==> config.mk <==
export PLATFORM = sky130hd
export DESIGN_NAME = demux_18
export DESIGN_NICKNAME = d
export VERILOG_FILES = /design/src/rtl/demux_18_pkg.sv /design/src/rtl/demux_18_slot.sv /design/src/rtl/demux_18.sv
export SDC_FILE = /design/constraint.sdc
export NUM_CORES = 1
export LEC_CHECK = 0
export ABC_CLOCK_PERIOD_IN_PS = 4400
export CAP_MARGIN = 20
export CORE_UTILIZATION = 50
export DETAILED_ROUTE_END_ITERATION = 16
export PLACE_DENSITY = 0.85
export SETUP_SLACK_MARGIN = 0.3
export SKIP_LAST_GASP = 1
export SYNTH_ARGS = -nofsm -noshare
export SYNTH_HDL_FRONTEND = slang
export SYNTH_HIERARCHICAL = 1
export SYNTH_SLANG_ARGS = --single-unit
==> constraint.sdc <==
create_clock -name clk -period 4.4 [get_ports clk]
set_input_delay 0.88 -clock clk [delete_from_list [all_inputs] [get_ports clk]]
set_output_delay 0.88 -clock clk [all_outputs]
set_load 0.005 [all_outputs]
==> src/rtl/demux_18_pkg.sv <==
// Shared constants for the registered 1-to-8 demultiplexer.
package demux_18_pkg;

    localparam int DEMUX_N = 8;
    localparam int SEL_W   = 3;

    typedef enum logic {
        MODE_MANUAL = 1'b0,
        MODE_AUTO   = 1'b1
    } mode_e;

endpackage

==> src/rtl/demux_18_slot.sv <==
// One output channel: a holding register plus its valid flag.
module demux_18_slot #(
    parameter int WIDTH = 16
) (
    input  logic             clk,
    input  logic             rst,
    input  logic             load,
    input  logic             ack,
    input  logic [WIDTH-1:0] d,
    output logic [WIDTH-1:0] y,
    output logic             v,
    output logic             free
);

    // A same-cycle ack frees the slot, so a new load can follow without a bubble.
    assign free = !v || ack;

    always_ff @(posedge clk) begin
        if (rst) begin
            y <= '0;
            v <= 1'b0;
        end else if (load) begin
            y <= d;
            v <= 1'b1;
        end else if (ack) begin
            v <= 1'b0;
        end
    end

endmodule

==> src/rtl/demux_18.sv <==
// Registered 1-to-8 demux: one word per cycle into eight handshaked holding slots,
// targeted by an explicit select or by an in-order round-robin pointer.
module demux_18
    import demux_18_pkg::*;
#(
    parameter int WIDTH = 16
) (
    input  logic             clk,
    input  logic             rst,
    input  logic [WIDTH-1:0] d,
    input  logic [2:0]       s,
    input  logic             auto,
    input  logic             in_valid,
    output logic             in_ready,
    output logic [WIDTH-1:0] y0,
    output logic [WIDTH-1:0] y1,
    output logic [WIDTH-1:0] y2,
    output logic [WIDTH-1:0] y3,
    output logic [WIDTH-1:0] y4,
    output logic [WIDTH-1:0] y5,
    output logic [WIDTH-1:0] y6,
    output logic [WIDTH-1:0] y7,
    output logic [7:0]       v,
    input  logic [7:0]       ack,
    output logic [2:0]       ptr
);

    logic [SEL_W-1:0]              ptr_q;
    logic [SEL_W-1:0]              tgt;
    logic                          accept;
    logic [DEMUX_N-1:0]            load;
    logic [DEMUX_N-1:0]            free;
    logic [DEMUX_N-1:0]            v_q;
    logic [DEMUX_N-1:0][WIDTH-1:0] y_q;

    // Target is re-evaluated every cycle; a stalled producer is not locked to a slot.
    assign tgt      = (mode_e'(auto) == MODE_AUTO) ? ptr_q : s;
    assign in_ready = free[tgt];
    assign accept   = in_valid && in_ready;

    for (genvar i = 0; i < DEMUX_N; i++) begin : g_slot
        assign load[i] = accept && (tgt == SEL_W'(i));

        demux_18_slot #(.WIDTH(WIDTH)) u_slot (
            .clk  (clk),
            .rst  (rst),
            .load (load[i]),
            .ack  (ack[i]),
            .d    (d),
            .y    (y_q[i]),
            .v    (v_q[i]),
            .free (free[i])
        );
    end

    // Pointer waits on a full slot rather than skipping it, keeping distribution in order.
    always_ff @(posedge clk) begin
        if (rst)
            ptr_q <= '0;
        else if (accept && mode_e'(auto) == MODE_AUTO)
            ptr_q <= ptr_q + SEL_W'(1);
    end

    assign v   = v_q;
    assign ptr = ptr_q;
    assign y0  = y_q[0];
    assign y1  = y_q[1];
    assign y2  = y_q[2];
    assign y3  = y_q[3];
    assign y4  = y_q[4];
    assign y5  = y_q[5];
    assign y6  = y_q[6];
    assign y7  = y_q[7];

endmodule

==> metrics.md <==
| Metric | Value |
|---|---|
| Status | completed |
| Most used DFF post-synth | dfxtp_1 |
| Seq/Total Area, Yosys | 0.511 |
| First-pass GRT wire length | 22900 um |
| Routed wire per std cell | between 15 and 20 um |
| Worst Clk Skew | 10.7 ps |
| RR Endpoint | g_slot[0].u_slot/y[9] |
| Diodes inserted | 0 |
| Power Total | 2910 uW |
| Worst Setup SP | auto |
| R2R Setup Slk | between 1500 and 2000 ps |
| Clock Latency Late Sink | 510 ps |
| Die area | between 10000 and 15000 um^2 |
| # fillers | roughly 750 |
| Simple-gate share of the synthesized area | 0.137 |
| Avg Cell Area, Syn | 10.5 um^2 |
| Place WS | 582 ps |
| Max Cap Viol | 0 |
| Total GRT Usage | 0.263 |
| Post-CTS Resized | 0 |
| CP Data Arrival Time | ~3000 ps |
| TNS Setup | 0 ps |
| Setup Buffers After CTS | 0 |
| Vias in the first global route | 4381 |
| #FFs+latches synth | 139 |
| Synth area leader | dfxtp_1 |
| Storage cell area | 2780 um^2 |
| Worst slew pin tran | between 1000 and 1500 ps |
| Crit. End Element | output pin |
| Core region area | 10500 um^2 |
| Crit share post-route | 0.875 |
| Power Density | about 380 nW/um^2 |
| Mapped cell area | 5450 um^2 |
| Slew Viols, Final | 0 |
| Number of synthesized flops with an enable pin | 0 |
| Hold_buf cts | 0 |
| Share of async-settable or async-resettable flops after synthesis | 0 |
| CTS max path bufs | 2 |
| Chip width | 106 um |
| Final Non-Filler Cells | 829 |
| Antenna violations before repair | 0 |
| Port buffer count | 170 |
| Clock sinks | 139 |
| Yosys warnings | 6 |
| Clk Tree Root Cell | clkbuf_8 |
| Final net count | 712 |
| Multi-input gate area | 2280 um^2 |
| Crit Reg-Reg Startpoint | ptr[1] |
| Reg2Reg Depth | 8 |
| Max IR drop VDD | 0.282 mV |
| Inserted Clock Buffers | 17 |
| Required @ worst endpoint | about 3500 ps |
| XOR/XNOR Fraction of Synth Area | 0 |
| Unrepaired setup endpoints after global routing | false |
| Antenna-violating nets left | 0 |
| Worst Path Max Fanout | 3 |
| Drt first-iter violations | 165 |
| Vias after detailed routing | 4257 |
| Setup CP Type | input pin to output pin |
| Startpoint class of the critical path | input pin |
| Fin crit period | approximately 3800 ps |
| CP endpoint | in_ready |
| Top post-synthesis cells by area | dfxtp_1 51%, mux2i_1 24%, nor2_1 9.7% |
| Pleak | 0.00265 uW |
| Final Hold Viols | 0 |
| Yosys top cell area share | 0.511 |
| Final RePlAce weighted congestion | 0.940 |
| Syn Inst Count | 518 |
| Grt ovf | 0 |
| Htree depth | 4 |
| Post-Synth Adder-Cell Area | 0.00230 |
| Synth-to-Final Area Change | 40.6% |
| Distinct cell type count of the synthesized netlist | 35 |
| Fmax | 0.260 GHz |
| Row count | 37 |
| IO Count | 171 |
| Via/cell ratio | 5.14 |
| Hold slack | 491 ps |
| Worst setup slack after layout | 552 ps |
| Dpl cells | 797 |
| Worst min path class | flop to flop |
| DP Wirelength | a little under 10000 um |
| Initial DRT Pass Iterations | 5 |
| Worst rel slew slack | 0.276 |
| Share of layout cells above drive strength 1 | 0.0808 |
| Clock slew at reported path FFs | 60 ps |
| DIE HEIGHT | 106 um |
| Largest net degree at the start of global routing | 109 |
| Compound-gate portion of the synthesized area | 0.0255 |
| Finish-stage setup viols | 0 |
| Syn Nets | 550 |
| TritonCTS clock tree | built |
| Initial Utilization | 0.521 |
| Largest family of logic cells by synthesized area | multiplexers |
| Detailed Route WL | 14600 um |
| Post-synthesis mux area share | 0.251 |
| Drt drc | 0 |
## layout by cell type (no fill, tap or decap), drive strengths merged
cell type | synthesis | routed
nor3b | 3 | 3
nor4b | 1 | 1
a21oi | 9 | 9
nand2 | 4 | 4
nand3 | 2 | 2
clkdlybuf4s50 | 0 | 169
a311oi | 1 | 1
o21bai | 1 | 1
or3 | 1 | 1
a211o | 1 | 1
mux2 | 4 | 4
a211oi | 1 | 1
nand2b | 11 | 11
buf | 33 | 11
o22ai | 1 | 1
nand4b | 1 | 1
nor2b | 3 | 3
clkbuf | 4 | 22
nor4 | 2 | 2
o221ai | 1 | 1
a22oi | 1 | 1
inv | 12 | 12
nor3 | 1 | 1
dfxtp | 139 | 139
clkinvlp | 0 | 3
mux2i | 132 | 132
bufinv | 0 | 3
a31oi | 2 | 2
nor2 | 141 | 141
clkinv | 0 | 4
o21ai | 1 | 1
nor4bb | 2 | 2
nand4 | 2 | 2
ha | 1 | 1
## layout make-up
| type | count | share of cell area |
|---|---|---|
| well taps | 136 | 0.0222 |
| multi-input cells | 330 | 0.298 |
| clock inverters | 10 | 0.0183 |
| inverters | 12 | 0.00588 |
| clock buffers | 22 | 0.0605 |
| repair buffers | 180 | 0.232 |
| flip-flops and latches | 139 | 0.363 |
## synthesized netlist by cell type (2+ instances only)
library cell  number
nor4bb_1           2
clkbuf_1           4
nand2_1            4
buf_2             16
a21oi_1            8
nand4_1            2
buf_12             8
inv_1             12
nand3_1            2
nor2_1           141
a31oi_1            2
buf_6              9
mux2_1             2
nand2b_1          11
dfxtp_1          139
nor3b_1            3
mux2i_1          132
nor2b_1            3
mux2_2             2
## per-stage QoR
step / util / cell area, um^2
2_1_floorplan: - / 5450
3_3_place_gp: 0.674 / 7050
6_report: 0.732 / 7660
3_5_place_dp: 0.674 / 7050
4_1_cts: 0.732 / 7660
5_1_grt: 0.732 / 7660
## worst min path at each step
stage	endpoint	from	slack (ps)	depth (start not counted)
floorplan	g_slot[0].u_slot/v	g_slot[0].u_slot/v	480	2
global placement	g_slot[3].u_slot/y[4]	g_slot[3].u_slot/y[4]	470	2
detailed placement	g_slot[7].u_slot/y[0]	g_slot[7].u_slot/y[0]	480	2
CTS	g_slot[7].u_slot/y[0]	g_slot[7].u_slot/y[0]	500	2
global route	g_slot[3].u_slot/y[14]	g_slot[3].u_slot/y[14]	520	2
finish	g_slot[0].u_slot/y[12]	g_slot[0].u_slot/y[12]	490	2
## flip-flops by register name, indices dropped and copies added, names as in the netlist
| register | cells |
|---|---|
| g_slot.u_slot/y | 128 |
| ptr | 3 |
| g_slot.u_slot/v | 8 |
## logic make-up after synthesis
family          after synthesis
compound gates               19
mux                         136
flops                       139
fa+ha+maj                     1
buf+inv                      49
simple gates                174
## where the power goes
part | total, uW | switching (uW) | internal [uW] | leakage [uW]
Clock | 1420 | 513 | 908 | 0.000287
Sequential | 1290 | 13.4 | 1280 | 0.00112
Combinational | 193 | 99.3 | 94.0 | 0.00124
## critical path, stage by stage
cell and delay, ps:
clkdlybuf4s50_1 480, mux2_2 380, nor4_2 350, nand4_1 250
nand2_1 120, clkdlybuf4s50_1 510
## per-layer routing
layer,global-route usage,up-vias,part of all wire,routed length [um]
li1,-,2041,-,-
met5,0,-,0,0
met1,0.292,2036,0.40,5860
met4,0.0873,0,0.011,159
met3,0.105,14,0.088,1280
met2,0.456,166,0.50,7270
Power figures use the tool's default switching activity.
